### src/rtl/clint_pkg.sv
// rtl/clint_pkg.sv - register map, access-mode encoding and lane-merge helper for clint_timer
package clint_pkg;

  localparam logic [4:0] OFF_MTIME_LO    = 5'h00;
  localparam logic [4:0] OFF_MTIME_HI    = 5'h04;
  localparam logic [4:0] OFF_MTIMECMP_LO = 5'h08;
  localparam logic [4:0] OFF_MTIMECMP_HI = 5'h0C;
  localparam logic [4:0] OFF_CTRL        = 5'h10;
  localparam logic [4:0] OFF_PRESCALE    = 5'h14;

  localparam int CTRL_EN_BIT = 0;

  typedef enum logic [2:0] {
    MEM_B  = 3'b000,
    MEM_H  = 3'b001,
    MEM_W  = 3'b010,
    MEM_BU = 3'b100,
    MEM_HU = 3'b101
  } mem_acc_mode_e;

  function automatic logic [31:0] merge_lanes(input logic [31:0] old_w,
                                              input logic [31:0] new_w,
                                              input logic [3:0]  be);
    logic [31:0] res;
    for (int i = 0; i < 4; i++) begin
      res[8*i +: 8] = be[i] ? new_w[8*i +: 8] : old_w[8*i +: 8];
    end
    return res;
  endfunction

endpackage

### src/rtl/clint_prescaler.sv
// rtl/clint_prescaler.sv - tick divider for clint_timer, present only with CLINT_PRESCALER_EN
module clint_prescaler #(
  parameter int unsigned W = 16
) (
  input  logic         clk,
  input  logic         rst,
  input  logic         en,
  input  logic         clr,
  input  logic [W-1:0] prescale,
  output logic         tick
);

  logic [W-1:0] cnt;

  assign tick = en && (cnt == prescale);

  always_ff @(posedge clk or negedge rst) begin
    if (!rst) begin
      cnt <= '0;
    end else if (!en || clr || tick) begin
      cnt <= '0;
    end else begin
      cnt <= cnt + W'(1);
    end
  end

endmodule

### src/rtl/clint_timer.sv
// rtl/clint_timer.sv - memory-mapped machine timer; optional divider under CLINT_PRESCALER_EN
module clint_timer
  import clint_pkg::*;
#(
  parameter logic [63:0] RST_MTIMECMP = 64'hFFFF_FFFF_FFFF_FFFF,
  parameter int unsigned PRESCALE_W   = 16
) (
  input  logic        clk,
  input  logic        rst,
  input  logic        sel,
  input  logic        rd_en,
  input  logic        wr_en,
  input  logic [4:0]  addr,
  input  logic [2:0]  mem_acc_mode,
  input  logic [31:0] wdata,
  output logic [31:0] rdata,
  output logic        timer_interrupt
);

  logic [63:0]           mtime_q, mtimecmp_q;
  logic                  en_q;
  logic [PRESCALE_W-1:0] prescale_q;
  logic [31:0]           pre_word;
  logic                  tick;

  mem_acc_mode_e mode;
  logic          wr;
  logic [2:0]    widx;
  logic [1:0]    off;
  logic [3:0]    be;
  logic [31:0]   wword;
  logic [3:0]    be_mlo, be_mhi, be_clo, be_chi;
  logic          ctrl_wr, mtime_wr;

  assign mode = mem_acc_mode_e'(mem_acc_mode);
  assign wr   = sel & wr_en;
  assign widx = addr[4:2];
  assign off  = addr[1:0];

  // Store data is replicated across lanes so the byte enables alone pick the target bytes.
  always_comb begin
    be    = 4'b0000;
    wword = wdata;
    case (mode)
      MEM_B: begin
        be    = 4'b0001 << off;
        wword = {4{wdata[7:0]}};
      end
      MEM_H: begin
        be    = off[0] ? 4'b0000 : (off[1] ? 4'b1100 : 4'b0011);
        wword = {2{wdata[15:0]}};
      end
      MEM_W:   be = (off == 2'b00) ? 4'b1111 : 4'b0000;
      default: be = 4'b0000;
    endcase
  end

  assign be_mlo   = (wr && widx == OFF_MTIME_LO[4:2])    ? be : 4'b0000;
  assign be_mhi   = (wr && widx == OFF_MTIME_HI[4:2])    ? be : 4'b0000;
  assign be_clo   = (wr && widx == OFF_MTIMECMP_LO[4:2]) ? be : 4'b0000;
  assign be_chi   = (wr && widx == OFF_MTIMECMP_HI[4:2]) ? be : 4'b0000;
  assign ctrl_wr  = wr && (widx == OFF_CTRL[4:2]) && be[0];
  assign mtime_wr = |{be_mlo, be_mhi};

  always_ff @(posedge clk or negedge rst) begin
    if (!rst) begin
      mtime_q         <= '0;
      mtimecmp_q      <= RST_MTIMECMP;
      en_q            <= 1'b0;
      timer_interrupt <= 1'b0;
    end else begin
      // A software write to either half wins over the tick for the whole counter.
      if (mtime_wr) begin
        mtime_q <= {merge_lanes(mtime_q[63:32], wword, be_mhi),
                    merge_lanes(mtime_q[31:0],  wword, be_mlo)};
      end else if (tick) begin
        mtime_q <= mtime_q + 64'd1;
      end
      mtimecmp_q <= {merge_lanes(mtimecmp_q[63:32], wword, be_chi),
                     merge_lanes(mtimecmp_q[31:0],  wword, be_clo)};
      if (ctrl_wr) begin
        en_q <= wword[CTRL_EN_BIT];
      end
      timer_interrupt <= en_q && (mtime_q >= mtimecmp_q);
    end
  end

`ifdef CLINT_PRESCALER_EN
  logic [3:0] be_pre;
  assign be_pre = (wr && widx == OFF_PRESCALE[4:2]) ? be : 4'b0000;

  always_ff @(posedge clk or negedge rst) begin
    if (!rst) begin
      prescale_q <= '0;
    end else begin
      for (int i = 0; i < int'(PRESCALE_W); i++) begin
        if (be_pre[i/8]) prescale_q[i] <= wword[i];
      end
    end
  end

  clint_prescaler #(.W(PRESCALE_W)) u_prescaler (
    .clk      (clk),
    .rst      (rst),
    .en       (en_q),
    .clr      (|be_pre),
    .prescale (prescale_q),
    .tick     (tick)
  );
`else
  assign prescale_q = '0;
  assign tick       = en_q;
`endif

  always_comb begin
    pre_word                 = '0;
    pre_word[PRESCALE_W-1:0] = prescale_q;
  end

  logic [31:0] word;
  logic [15:0] shifted;

  always_comb begin
    word = '0;
    case (widx)
      OFF_MTIME_LO[4:2]:    word = mtime_q[31:0];
      OFF_MTIME_HI[4:2]:    word = mtime_q[63:32];
      OFF_MTIMECMP_LO[4:2]: word = mtimecmp_q[31:0];
      OFF_MTIMECMP_HI[4:2]: word = mtimecmp_q[63:32];
      OFF_CTRL[4:2]:        word = {31'b0, en_q};
      OFF_PRESCALE[4:2]:    word = pre_word;
      default:              word = '0;
    endcase
  end

  assign shifted = 16'(word >> {off, 3'b000});

  always_comb begin
    rdata = '0;
    if (sel && rd_en) begin
      case (mode)
        MEM_B:   rdata = {{24{shifted[7]}}, shifted[7:0]};
        MEM_BU:  rdata = {24'b0, shifted[7:0]};
        MEM_H:   rdata = off[0] ? 32'b0 : {{16{shifted[15]}}, shifted};
        MEM_HU:  rdata = off[0] ? 32'b0 : {16'b0, shifted};
        MEM_W:   rdata = (off == 2'b00) ? word : 32'b0;
        default: rdata = '0;
      endcase
    end
  end

endmodule

### config.mk
export PLATFORM = sky130hd
export DESIGN_NAME = clint_timer
export DESIGN_NICKNAME = d
export VERILOG_FILES = /design/src/rtl/clint_pkg.sv /design/src/rtl/clint_prescaler.sv /design/src/rtl/clint_timer.sv
export SDC_FILE = /design/constraint.sdc
export NUM_CORES = 1
export LEC_CHECK = 0
export CAP_MARGIN = 10
export CORE_UTILIZATION = 58
export CTS_CLUSTER_SIZE = 14
export DETAILED_ROUTE_END_ITERATION = 7
export PLACE_DENSITY = 0.88
export SLEW_MARGIN = 20
export SYNTH_ARGS = -nofsm -noshare
export SYNTH_HDL_FRONTEND = slang
export SYNTH_SLANG_ARGS = --single-unit
export TNS_END_PERCENT = 1
### constraint.sdc
create_clock -name clk -period 3.59 [get_ports clk]
set_input_delay 0.8975 -clock clk [delete_from_list [all_inputs] [get_ports clk]]
set_output_delay 0.8975 -clock clk [all_outputs]
set_load 0.02 [all_outputs]
==> impl.org <==
** Routing
- Using the TritonRoute via totals, the vias-per-cell ratio works out to about 7.
- Drt first pass iters :: 7
- Residual DRC count :: 0
- Detailed Route Iter0 Violations :: 1,827
- Routed len/inst :: 25.0 microns
- The detail route stage leaves a number of antenna-violating nets equal to 0.
- Total via count after detailed routing :: around 11,000
- Wires add up to 39.5 mm.

** Logic synthesis
- After synthesis, the most frequently instantiated cells are a21oi_1 (156), nand2_1 (133), nor2_1 (89).
- Library cell with the largest summed area after synthesis :: dfstp_2
- When the netlist entered floorplanning its net count stood at between 1,000 and 1,500.
- Predominant post-synthesis flop cell :: dfrtp_1
- The cell count after synthesis came out at 1,195.
- Top cells by area in the synthesized netlist :: dfstp_2 (17%), dfrtp_1 (16%), ha_1 (8.0%)
- After synthesis, the netlist uses between 70 and 80 different library cells.
- Share of the synthesized area in the top cell type :: between 10% and 20%
- Synthesis warning total :: 0
- Post-synthesis sequential element count :: 130
- Proportion of synthesized chip area in sequential cells :: 32.8%
- Counting flops with an async set or reset pin after synthesis yields a share of between 90% and 100%.
- Dominant cell by count in the synthesized netlist :: a21oi_1
- Dividing the synthesized area by the synthesized cell count gives approximately 8.5 sq um.
- Post-synth EDFFs :: 0
- Combined area of all synthesized cells :: approximately 10,000 sq um

** Worst setup path
- Critical path fanouts, max :: 8
- Crit path kind :: primary input to output port
- Setup slack on the worst reg-to-reg path comes out at roughly 0.13 ns.
- Worst EP arrival :: around 2.7 ns
- Critical Path End Type :: output port
- Required time reported for the critical path endpoint :: 2.69 ns
- The worst setup path is launched from a primary input.

** Floorplanning
- The core region is ~17,000 sq um.
- Once the floorplan was initialized, standard cells occupied roughly three fifths of the core.
- Site row count :: 48
- The floorplan step set the die width to 134 microns.
- For this design the top-level I/O count stands at 78.
- Area of the die :: roughly 18,000 sq um
- From bottom edge to top edge, the die measures 134 microns.

** Hold path
- The path class of the tightest hold or removal check is register to register.

** Clock network
- Clock Sinks :: 130
- The clock passes through at most 2 buffers.
- Root Buffer Master :: clkbuf_16
- Clock tree from TritonCTS :: built
- Number of CTS-inserted buffers :: 17
- Count of H-tree levels built during CTS :: 4
- Clock-pin slew was measured on the worst setup and hold paths at roughly 0.060 ns.
- In this run, post-CTS hold repair placed 0 buffers.
- The clock reaches the later pin of the worst-skew pair after approximately 0.44 ns.

** Pwr
- Total net switching power :: approximately 0.0016 W
- Combinational cell fraction of total power :: roughly 22%
- In this run, flip-flops and latches consume between 30% and 40% of the power.
- In this run, the clock network consumes 40.3% of the power.
- P per Cell Area :: slightly below 400 nW/um^2
- Maximum resistive drop on vdd :: 0.354 mV
- Cell internal pwr :: about 0.0033 W
- Leakage power summed over all cells :: between 5 and 6 nW
- Net switching is roughly a third of the power.
- Overall power consumption after layout is estimated at around 0.0049 W.

** Timing
- The worst path uses 101% of the clock period.
- For the final database, setup skew stands at ~0.0094 ns.
- After layout, the worst setup slack is -0.0244 ns.
- Max-slew violation count :: 0
- Min Clock Period, post-route :: 3.61 ns
- Timing would allow up to 0.277 GHz.
- The number of hold violations in the final report came to 0.
- Setup violations remaining at the end of the flow were counted as 6.
- Worst Tran Pin Value :: 1.08 ns
- Setup repair after global routing could not meet its margin everywhere.
- Slew HR :: a little over a quarter
- The tightest hold path in the finished design has a slack of between 0.4 and 0.5 ns.

** Placement
- In this run the tool buffered the top-level ports with 77 buffer cells.
- Prior to clock tree synthesis, the placed netlist has a worst setup slack of -0.634 ns.
- The wire-length estimate of the detail-placed layout is a little under 30 mm.
- Routability-driven placement finished with a final weighted congestion of roughly 1.1.

** Global route
- Entering global routing, the biggest net connects roughly 130 pins.
- The first global-routing pass estimated 59.5 mm of wire.
- Via count of the first global-routing pass :: 10,459
- For this run the aggregate overflow at the end of global routing stands at 0.
- Number of antenna violations at the first check in global routing :: 0
- Global router's overall resource usage :: 44.5%

** Final layout
- The repair_antennas step left the layout with diodes totalling 0.
- Share of the core filled with cells :: between 70% and 80%
- Relative to the synthesized area, the layout overhead comes to 23.0%.
- # nets final :: between 1,000 and 1,500
- Cells with a size suffix above 1 make up ~25% of the layout.

** Job
- Max-cap violations in this run came to 0.

** Status
- Status :: finished with violations
- The checks that failed: negative setup slack.
what timing repair did:
item / CTS / global route
setup buffers: 3 / 1
endpoints found under the setup margin: 32 / 28
gates resized for setup: 135 / 22
gates cloned: 1 / 0
pin swaps: 1 / 0
power groups by stage:
stage / clock (W) / sequential (W) / combinational [W]
6_report: 0.00196 / 0.00183 / 0.00107
5_1_grt: 0.00201 / 0.00184 / 0.00115
4_1_cts: 0.00195 / 0.00182 / 0.00103
3_5_place_dp: 0 / 0.00184 / 0.00102
3_3_place_gp: 0 / 0.00183 / 0.000982
2_1_floorplan: 0 / 0.00176 / 0.000606
path summary, 6_finish.rpt:
kind | to | start | depth (start not counted)
worst max register to register | timer_interrupt$_DFF_PN0_ | mtime_q[0]$_DFFE_PN0P_ | 8
worst min register to register | mtimecmp_q[53]$_DFFE_PN1P_ | mtimecmp_q[53]$_DFFE_PN1P_ | 2
worst min-delay path | mtimecmp_q[53]$_DFFE_PN1P_ | mtimecmp_q[53]$_DFFE_PN1P_ | 2
max in group asynchronous | mtime_q[47]$_DFFE_PN0P_ | rst | 2
min in group asynchronous | mtime_q[29]$_DFFE_PN0P_ | rst | 2
worst max-delay path | rdata[6] | addr[3] | 9
final cells by class:
class	count	area [sq um]
repair buffers	199	1670
clock inverters	15	219
fillers	1261	4720
clock buffers	17	425
multi-input cells	918	6290
flip-flops and latches	130	3330
well taps	225	282
inverters	80	300
sequential cells by signal, summed over array words and instances, names as in the netlist:
name             cells
mtime_q             64
mtimecmp_q          64
en_q                 1
timer_interrupt      1
metal layers:
metal | wire length [microns] | GRT usage, % | up-vias
li1 | - | - | 4745
met1 | 14600 | 56.7 | 5136
met2 | 16800 | 65.8 | 915
met3 | 5050 | 11.6 | 232
met4 | 3150 | 32.1 | 0
met5 | 0 | 0 | -
metrics by stage:
step	cells	setup TNS (ns)	area, sq um
final	1584	-0.0496	12500
after global routing	1584	-0.430	12500
after CTS	1583	-0.117	12500
after detailed placement	1547	-17.09	11900
after global placement	1547	-16.18	11900
after floorplan	1195	0	10200
cell families after synthesis:
logic type,Yosys count,synth area share [%]
AO/OA/AOI/OAI,405,24.3
AND/OR/NAND/NOR,374,17.5
buffers and inverters,148,6.11
flip-flops,130,32.8
multiplexers,72,11.2
adder cells (fa/ha/maj),65,7.99
XOR/XNOR,1,0.0861
critical path, stage by stage:
cell and delay, ns:
buf_12 0.12, buf_6 0.15, mux4_2 0.57, nand2_1 0.10, nand2_1 0.05, a22o_1 0.25
a32oi_1 0.20, nor2_1 0.06, clkdlybuf4s15_1 0.29
placed cells by master, fill, tap and decap left out, types with 12 or more instances in the layout:
cell	synthesis	routed
o21ai_0	71	70
nand3_1	39	38
dfrtp_1	66	66
a21oi_1	156	154
nor2_1	89	85
o31ai_1	25	25
inv_1	80	79
and3_1	19	18
nand4_1	29	29
nand2_1	133	133
mux2i_1	27	27
o21ai_1	29	30
dfstp_2	64	64
clkbuf_16	0	17
a21oi_2	11	12
a22oi_1	15	13
mux4_2	32	32
ha_1	65	65
buf_2	26	23
buf_4	1	120
clkdlybuf4s50_1	0	39
nor3_1	13	12
No activity file was read; power rests on OpenSTA's default activity.
